<file path="config.mk">
export PLATFORM = sky130hd
export DESIGN_NAME = conf_int_div__iter__arch_agnos_flat
export DESIGN_NICKNAME = d
export VERILOG_FILES = /design/src/rtl/conf_int_div__iter__arch_agnos_pkg.sv /design/src/rtl/conf_int_div__iter__arch_agnos_if.sv /design/src/rtl/conf_int_div__step.sv /design/src/rtl/conf_int_div__iter__arch_agnos.sv /design/src/flat_wrapper.sv
export SDC_FILE = /design/constraint.sdc
export NUM_CORES = 1
export LEC_CHECK = 0
export CAP_MARGIN = 10
export CORE_MARGIN = 2
export CORE_UTILIZATION = 40
export DETAILED_ROUTE_END_ITERATION = 12
export SETUP_SLACK_MARGIN = 0.4
export SYNTH_ARGS = -nofsm -noshare
export SYNTH_HDL_FRONTEND = slang
export SYNTH_SLANG_ARGS = --single-unit
</file>
<file path="constraint.sdc">
create_clock -name clk -period 3.21 [get_ports clk]
set_clock_uncertainty 0.2 [all_clocks]
set_input_delay 0.642 -clock clk [delete_from_list [all_inputs] [get_ports clk]]
set_output_delay 0.642 -clock clk [all_outputs]
set_load 0.02 [all_outputs]
</file>
<file path="src/rtl/conf_int_div__iter__arch_agnos_pkg.sv">
// Shared definitions for the iterative restoring divider: FSM state type,
// counter sizing and the divide-by-zero result constants. The divide-by-zero
// helpers are also used by the multiplier verification model.
package conf_int_div__iter__arch_agnos_pkg;

  typedef enum logic [1:0] {
    S_IDLE = 2'd0,
    S_RUN  = 2'd1,
    S_DONE = 2'd2
  } div_state_t;

  // Widest datapath the helper functions can describe (2*DATA_PATH_BITWIDTH).
  localparam int MAX_W = 64;

  // Counter must hold the value 2*op_bits.
  function automatic int cnt_width(input int op_bits);
    return $clog2(2 * op_bits + 1);
  endfunction

  // Divide-by-zero quotient: all ones in the low 2*op_bits bits.
  function automatic logic [MAX_W-1:0] dbz_quotient(input int op_bits);
    logic [MAX_W-1:0] v;
    v = '0;
    for (int i = 0; i < MAX_W; i++) v[i] = (i < 2 * op_bits);
    return v;
  endfunction

  // Divide-by-zero remainder: low op_bits bits of the dividend.
  function automatic logic [MAX_W-1:0] dbz_remainder(input logic [MAX_W-1:0] dividend,
                                                     input int op_bits);
    logic [MAX_W-1:0] v;
    v = '0;
    for (int i = 0; i < MAX_W; i++) v[i] = (i < op_bits) ? dividend[i] : 1'b0;
    return v;
  endfunction

endpackage

</file>
<file path="src/rtl/conf_int_div__iter__arch_agnos_if.sv">
// Request/result bundle of the iterative divider. The master side issues
// start with operands; the slave side returns ready/done and the held result.
interface conf_int_div__iter__arch_agnos_if #(
  parameter int DATA_PATH_BITWIDTH = 16
);
  logic                              start;
  logic [2*DATA_PATH_BITWIDTH-1:0]   a;
  logic [DATA_PATH_BITWIDTH-1:0]     b;
  logic                              ready;
  logic                              done;
  logic [2*DATA_PATH_BITWIDTH-1:0]   q;
  logic [DATA_PATH_BITWIDTH-1:0]     r;
  logic                              dbz;

  modport master (output start, a, b, input ready, done, q, r, dbz);
  modport slave  (input start, a, b, output ready, done, q, r, dbz);
endinterface

</file>
<file path="src/rtl/conf_int_div__step.sv">
// One radix-2 restoring step: append the next dividend bit to the partial
// remainder, subtract the divisor when it fits and emit the quotient bit.
// The partial remainder stays below the divisor between steps, so W bits
// hold it; the appended value needs W+1 bits and the trial difference W+2
// so that its top bit is an exact borrow.
module conf_int_div__step #(
  parameter int W = 16
) (
  input  logic [W-1:0] rem_in,
  input  logic         dividend_bit,
  input  logic [W-1:0] divisor,
  output logic [W-1:0] rem_out,
  output logic         q_bit
);
  logic [W:0]   trial;
  logic [W+1:0] diff;
  logic         unused_diff;

  // Trial subtraction; restore (keep the shifted value) when it borrows.
  always_comb begin
    trial   = {rem_in, dividend_bit};
    diff    = {1'b0, trial} - {2'b00, divisor};
    q_bit   = ~diff[W+1];
    rem_out = q_bit ? diff[W-1:0] : trial[W-1:0];
  end

  assign unused_diff = diff[W];
endmodule

</file>
<file path="src/rtl/conf_int_div__iter__arch_agnos.sv">
// Iterative unsigned divider, one quotient bit per cycle. Divides a
// 2*OP_BITWIDTH dividend by an OP_BITWIDTH divisor taken from the low bits
// of the physical ports; the unused upper output bits are driven 0.
// Optional macro CONF_INT_DIV_EARLY_OUT_EN: finish immediately when the
// divisor is zero or the dividend is smaller than the divisor.
module conf_int_div__iter__arch_agnos
  import conf_int_div__iter__arch_agnos_pkg::*;
#(
  parameter int OP_BITWIDTH        = 16,
  parameter int DATA_PATH_BITWIDTH = 16
) (
  input  logic clk,
  input  logic rst,
  conf_int_div__iter__arch_agnos_if.slave bus
);
  localparam int N     = OP_BITWIDTH;
  localparam int QW    = 2 * OP_BITWIDTH;
  localparam int CNT_W = cnt_width(OP_BITWIDTH);
  localparam logic [MAX_W-1:0] DBZ_Q_ALL = dbz_quotient(OP_BITWIDTH);
  localparam logic [QW-1:0]    DBZ_Q     = DBZ_Q_ALL[QW-1:0];

  div_state_t        state, state_n;
  logic [CNT_W-1:0]  cnt;
  logic [QW-1:0]     dvd;
  logic [N-1:0]      dvs;
  logic [N-1:0]      rem;
  logic [QW-1:0]     quo;
  logic [N-1:0]      dbz_rem;
  logic [QW-1:0]     q_reg;
  logic [N-1:0]      r_reg;
  logic              dbz_reg;
  logic              done_r;

  logic [QW-1:0]     a_m;
  logic [N-1:0]      b_m;
  logic [MAX_W-1:0]  dbz_r_all;
  logic [N-1:0]      dbz_r_in;
  logic              accept;
  logic              early;
  logic [N-1:0]      rem_n;
  logic              q_bit;
  logic              unused_bits;

  assign a_m       = bus.a[QW-1:0];
  assign b_m       = bus.b[N-1:0];
  assign dbz_r_all = dbz_remainder(MAX_W'(a_m), N);
  assign dbz_r_in  = dbz_r_all[N-1:0];
  assign accept    = bus.start && (state == S_IDLE || state == S_DONE);

`ifdef CONF_INT_DIV_EARLY_OUT_EN
  assign early = (b_m == '0) || (a_m < QW'(b_m));
`else
  assign early = 1'b0;
`endif

  conf_int_div__step #(.W(N)) u_step (
    .rem_in       (rem),
    .dividend_bit (dvd[QW-1]),
    .divisor      (dvs),
    .rem_out      (rem_n),
    .q_bit        (q_bit)
  );

  // State register.
  always_ff @(posedge clk) begin
    if (rst) state <= S_IDLE;
    else     state <= state_n;
  end

  // Next state: accept from IDLE/DONE, leave RUN after the last step.
  always_comb begin
    state_n = state;
    case (state)
      S_IDLE, S_DONE: if (accept) state_n = early ? S_DONE : S_RUN;
      S_RUN:          if (cnt == CNT_W'(1)) state_n = S_DONE;
      default:        state_n = S_IDLE;
    endcase
  end

  // Operand latch, iteration registers and held result with the done pulse.
  always_ff @(posedge clk) begin
    if (rst) begin
      cnt     <= '0;
      dvd     <= '0;
      dvs     <= '0;
      rem     <= '0;
      quo     <= '0;
      dbz_rem <= '0;
      q_reg   <= '0;
      r_reg   <= '0;
      dbz_reg <= 1'b0;
      done_r  <= 1'b0;
    end else begin
      done_r <= 1'b0;
      case (state)
        S_IDLE, S_DONE: begin
          if (accept) begin
            dvd     <= a_m;
            dvs     <= b_m;
            rem     <= '0;
            quo     <= '0;
            dbz_rem <= dbz_r_in;
            cnt     <= CNT_W'(QW);
            q_reg   <= '0;
            r_reg   <= '0;
            dbz_reg <= 1'b0;
            if (early) begin
              cnt     <= '0;
              done_r  <= 1'b1;
              dbz_reg <= (b_m == '0);
              q_reg   <= (b_m == '0) ? DBZ_Q : '0;
              r_reg   <= (b_m == '0) ? dbz_r_in : a_m[N-1:0];
            end
          end
        end
        S_RUN: begin
          rem <= rem_n;
          quo <= {quo[QW-2:0], q_bit};
          dvd <= {dvd[QW-2:0], 1'b0};
          cnt <= cnt - CNT_W'(1);
          if (cnt == CNT_W'(1)) begin
            done_r <= 1'b1;
            if (dvs == '0) begin
              q_reg   <= DBZ_Q;
              r_reg   <= dbz_rem;
              dbz_reg <= 1'b1;
            end else begin
              q_reg   <= {quo[QW-2:0], q_bit};
              r_reg   <= rem_n;
              dbz_reg <= 1'b0;
            end
          end
        end
        default: ;
      endcase
    end
  end

  assign bus.ready = (state == S_IDLE) || (state == S_DONE);
  assign bus.done  = done_r;
  assign bus.q     = (2*DATA_PATH_BITWIDTH)'(q_reg);
  assign bus.r     = DATA_PATH_BITWIDTH'(r_reg);
  assign bus.dbz   = dbz_reg;

  assign unused_bits = ^{bus.a, bus.b, dbz_r_all};
endmodule

</file>
<file path="src/flat_wrapper.sv">
// flat-port wrapper written by rule: the top's interface ports become plain ports
module conf_int_div__iter__arch_agnos_flat import conf_int_div__iter__arch_agnos_pkg::*;
#(
  parameter int OP_BITWIDTH        = 16,
  parameter int DATA_PATH_BITWIDTH = 16
)
  (clk, rst, bus_start, bus_a, bus_b, bus_ready, bus_done, bus_q, bus_r, bus_dbz);
  conf_int_div__iter__arch_agnos_if #(.DATA_PATH_BITWIDTH(DATA_PATH_BITWIDTH)) bus_i ();
  input  logic clk;
  input  logic rst;
  input wire logic [$bits(bus_i.start)-1:0] bus_start;
  input wire logic [$bits(bus_i.a)-1:0] bus_a;
  input wire logic [$bits(bus_i.b)-1:0] bus_b;
  output wire logic [$bits(bus_i.ready)-1:0] bus_ready;
  output wire logic [$bits(bus_i.done)-1:0] bus_done;
  output wire logic [$bits(bus_i.q)-1:0] bus_q;
  output wire logic [$bits(bus_i.r)-1:0] bus_r;
  output wire logic [$bits(bus_i.dbz)-1:0] bus_dbz;
  assign bus_i.start = bus_start;
  assign bus_i.a = bus_a;
  assign bus_i.b = bus_b;
  assign bus_ready = bus_i.ready;
  assign bus_done = bus_i.done;
  assign bus_q = bus_i.q;
  assign bus_r = bus_i.r;
  assign bus_dbz = bus_i.dbz;
  conf_int_div__iter__arch_agnos #(.OP_BITWIDTH(OP_BITWIDTH), .DATA_PATH_BITWIDTH(DATA_PATH_BITWIDTH)) u_core (.clk(clk), .rst(rst), .bus(bus_i));
endmodule
</file>
Yosys cells after proc, flatten, opt, wreduce, memory -nomap -nowiden
Index checks and enable logic that the tools add are counted. Widths: inputs -> output; s select.

Input port bits: 51. Bits in registers: 169. Word-level logic and storage cells: 54.

Reduce and logical (&&, ||, !) cells: 11. $add $sub $neg: 2. Bitwise logic cells: 2. Eq/ne operators: 5. Mux-type cells: 23.

Operator list (count): $mux 32 (4); $pmux 32 s2 (2); $mux 16 (4); $pmux 16 s2 (2); $pmux 31 s2 (1); $sub 17x16->18 (1); $logic_not 16->1 (1); $pmux 6 s2 (1); $eq 6x1->1 const B (1); $mux 6 (1); $reduce_and 2->1 (3); $sub 6x1->6 const B (1); $mux 1 (4); $mux 2 (2); $ne 2x1->1 const B (2); $pmux 2 s2 (1); $reduce_or 2->1 (2); $reduce_and 3->1 (1); $eq 2x1->1 const B (1); $eq 2x2->1 const B (1); $logic_not 2->1 (1); $not 1->1 (2); $pmux 1 s2 (1); $reduce_bool 2->1 (1); 2 further kinds (2).

Longest topological paths before layout
Word-level depth: 5. Gate-level depth with buffers: 12. Mapped depth without buffers: 12.

By module
A second synthesis with hierarchy kept.

Cells, all modules: 897. Area, all modules: 7449.6 um2.

Modules (own cells, without submodules): conf_int_div__iter__arch_agnos (area each 6324.8 um2, instances 1, cells an instance 733); conf_int_div__step (area each 1124.8 um2, instances 1, cells an instance 164).

Least setup slack after synthesis
No wires, ideal clock.

Kind: register -> register. Start: register u_core.dvd[31]. End: register u_core.rem[14]. Path slack: 0.243 ns. Clock period less this slack: 2.967 ns. Cell stages (with the launch flop): 13. Data arrival time: 2.702 ns. Path buffers: 0. Cell sequence: dfxtp_1 -> inv_1 -> ha_1 -> inv_1 -> fa_1 -> a211oi_2 -> o21bai_1 -> a211o_1 -> o31a_1 -> or4b_1 -> nand4_1 -> a32oi_1 -> nor2_1.

Longest elaborated chain between the ends: 3.

RTL lines: from (decl) (RTL line conf_int_div__iter__arch_agnos.sv:24) `logic [QW-1:0] dvd;`; from (signal assigned) (RTL line conf_int_div__iter__arch_agnos.sv:98) `dvd <= a_m;`; from (signal assigned) (RTL line conf_int_div__iter__arch_agnos.sv:119) `dvd <= {dvd[QW-2:0], 1'b0};`; $sub 17x16->18 (RTL line conf_int_div__step.sv:22) `diff = {1'b0, trial} - {2'b00, divisor};`; $mux 16 (RTL line conf_int_div__step.sv:24) `rem_out = q_bit ? diff[W-1:0] : trial[W-1:0];`; $pmux 16 s2 (RTL line conf_int_div__iter__arch_agnos.sv:95) `case (state)`; to (signal assigned) (RTL line conf_int_div__iter__arch_agnos.sv:117) `rem <= rem_n;`; to (decl) (RTL line conf_int_div__iter__arch_agnos.sv:26) `logic [N-1:0] rem;`.

Every way passes these cells. A chain may end at the register's enable or synchronous reset.

Worst setup path after layout
Same ends and word-level chain as after synthesis.

==> impl_results.md <==
- Core area: 16600 um^2
- RSZ-0062 raised after global routing: yes
- Crit path max-delay cell type: or4b_1
- Hold depth: 2
- Final nets: 980
- Global Route Usage Sum: 20.1%
- Fmax: 0.338 GHz
- Crit Path Category: reg2reg
- Setup TNS: 0 ns
- Most frequent CP cell: inv_2
- Die width: 135 um
- HP Class: reg2reg
- Yosys top cell by area: dfxtp_1
- Critical path arrival: 3.12 ns
- R2r setup slk: 0.26 ns
- Final ANT Viol Nets: 0
- Critical path's largest stage delay: 0.49 ns
- Synth Area per Inst: 8.39 um^2
- Yosys warns: 0
- Mapped Area: 6860 um^2
- Pins Over Slew Limit: 0
- Synth unique cells: 48
- Cells along the critical path: inv_2 -> ha_4 -> inv_2 -> fa_2 -> a211oi_2 -> o21bai_1 -> a211o_1 -> o31a_1 -> or4b_1 -> nand4_1 -> a32oi_1 -> nor2_1
- Clk root buf: clkbuf_16
- Synthesized Nets: 887
- Vias: 6072
- # DRC: 0
- Register bit total from synthesis: 169
- Ports: 102
- H-tree depth: 4
- Share of cells above drive strength 1: 9.64%
- Area Overhead vs Synth: 29.5%
- Crit start category: flip-flop
- Iter 0 DRT Violations: 345
- Post-layout util: 53.4%
- R2R depth: 12
- Global route overflow: 0
- Sequential fraction of the synthesis area: 49.3%
- Die Ht: 135 um
- Hold violation total from the final report: 0
- CTS tree: done
- Minimum clock period after layout: 2.95 ns
- Maxcap violations: 0
- EDFF count, synth: 0
- Post-CTS Hold Fix Bufs: 0
- Num CTS Buffers: 17
- Port-buffer cells: 101
- Synth Instances: 817
- Worst Path Required: 3.38 ns
- PwrDens: 777 nW/um^2
- Final setup vio count: 0
- FP Rows: 47
- Clk Latency, worst-skew pair: 0.43 ns
- Sink Count: 169
- Filler cell count: 1540
- WL/cell: 15.7 um
- Top cell type's share of synthesized area: 49.3%
- Area contributors post-synth: dfxtp_1, nand2_1, a21oi_1
- Vias per inst: 5.31
- Largest net degree at the start of global routing: 67
- Worst slew pin tran: 0.931 ns
- Clock-pin transition on the worst setup and hold timing paths: 0.07 ns
- Drt pass-1 iters: 4
- Initial antenna violation count: 0
- Post-DP HPWL: 12800 um
- Initial Util: 41.2%
- Final WL: 17900 um
- Worst-path maximum fanout: 3
- Routability cong.: 0.810
- Main synth FF type: dfxtp_1
- ANT cells: 0
- Run status: finished, final reports clean
- Peak VDD IR: 0.000463 V
- Async SR Flop Fraction: 0%
- Die area: 18200 um^2
- Buffer depth of the longest clock path: 2
- Final Cycle Share: 92.0%
- Leakage: 0.00334 uW
- Crit end category: flip-flop
- First-pass GRT wire length: 29100 um
- Vias in the first global route: 5738
- Relative slew margins: 37.8%
==> cell usage after synthesis, types with 5 or more instances <==
library cell  count
a211oi_1          6
a21oi_1         100
a22o_1           24
a22oi_1          36
a31oi_1          19
clkbuf_1         48
dfxtp_1         169
ha_1             18
inv_1            24
mux2i_1           6
nand2_1         141
nand2b_1          5
nand3_1           6
nor2_1           65
nor3_1           40
nor4_1            5
o21ai_0          36
o21ai_1          11
xnor2_1           9
==> cells in the final DEF, fill, tap and decap left out, drive strengths merged, types with 6 or more instances in the layout <==
master and instances:
inv 32, dfxtp 169, nor3 40, o21ai 47
xnor2 9, a22o 24, a211oi 7, a31oi 19
nor2 65, ha 18, clkbuf 18, nand3 6
nand2 141, a22oi 36, a21oi 101, mux2i 6
buf 27, clkdlybuf4s50 100
==> metrics by stage <==
step                      setup WS (ns)  power (uW)  cell area, um^2  hold WS, ns  std cells
after floorplan                   0.407        3870             6860        0.233        817
after global placement            0.212        4460             8140        0.243       1106
after detailed placement          0.153        4480             8140        0.249       1106
after CTS                         0.215        6790             8830        0.258       1142
after global routing              0.150        7280             8880        0.280       1143
final                             0.255        6900             8880        0.253       1143
==> cell families (layout without fill, tap and decap cells) <==
logic type	Yosys count	after routing	share of synthesized area, %
adders and majority gates	19	19	3.58
DFF	169	169	49.3
xor gates and xnor gates	10	10	1.28
muxes	7	7	1.04
and+or+nand+nor	277	277	17.0
buffers and inverters	77	183	4.38
AOI/OAI and AO/OA	258	258	23.4
==> worst max-delay path, delay by kind of cell (launching register included) <==
kind,cells,cell delay (ns)
DFF,1,0.32
buffers and inverters,2,0.09
adders and majority gates,2,0.49
and+or+nand+nor,3,0.73
AOI/OAI and AO/OA,5,1.05
==> metal layers <==
layer	wire [um]	vias to the layer above	share of wire, %	global-route usage, %
met2	8210	143	46	32.4
met4	345	0	1.9	7.37
li1	-	3062	-	-
met3	952	21	5.3	3.68
met5	0	-	0	0
met1	8400	2846	47	27.0
==> path summary, 6_finish.rpt <==
kind,start,end
max,u_core.dvd[31]$_SDFFE_PP0P_,u_core.rem[14]$_SDFFE_PP0P_
min,u_core.dbz_rem[11]$_SDFFE_PP0P_,u_core.dbz_rem[11]$_SDFFE_PP0P_
max reg2reg,u_core.dvd[31]$_SDFFE_PP0P_,u_core.rem[14]$_SDFFE_PP0P_
min reg2reg,u_core.dbz_rem[11]$_SDFFE_PP0P_,u_core.dbz_rem[11]$_SDFFE_PP0P_
==> final cells by class <==
type,instances,area [um^2],share of cell area (%)
Tap cell,220,275,3.10
Clock buffer,18,429,4.83
Clock inverter,14,205,2.31
Timing Repair Buffer,127,1220,13.7
Sequential cell,169,3390,38.1
Multi-Input combinational cell,571,3280,36.9
Inverter,24,90.1,1.01
==> timing repair <==
action                     CTS  global route
pin swaps                    7             6
setup endpoints to repair   25            30
gates resized for setup     10            11
buffers inserted             4             1
==> report_power, final <==
group | internal [uW] | switching [uW]
clock network | 1270 | 934
logic | 1020 | 1340
registers | 2230 | 110
(Power assumes the default switching activity.)
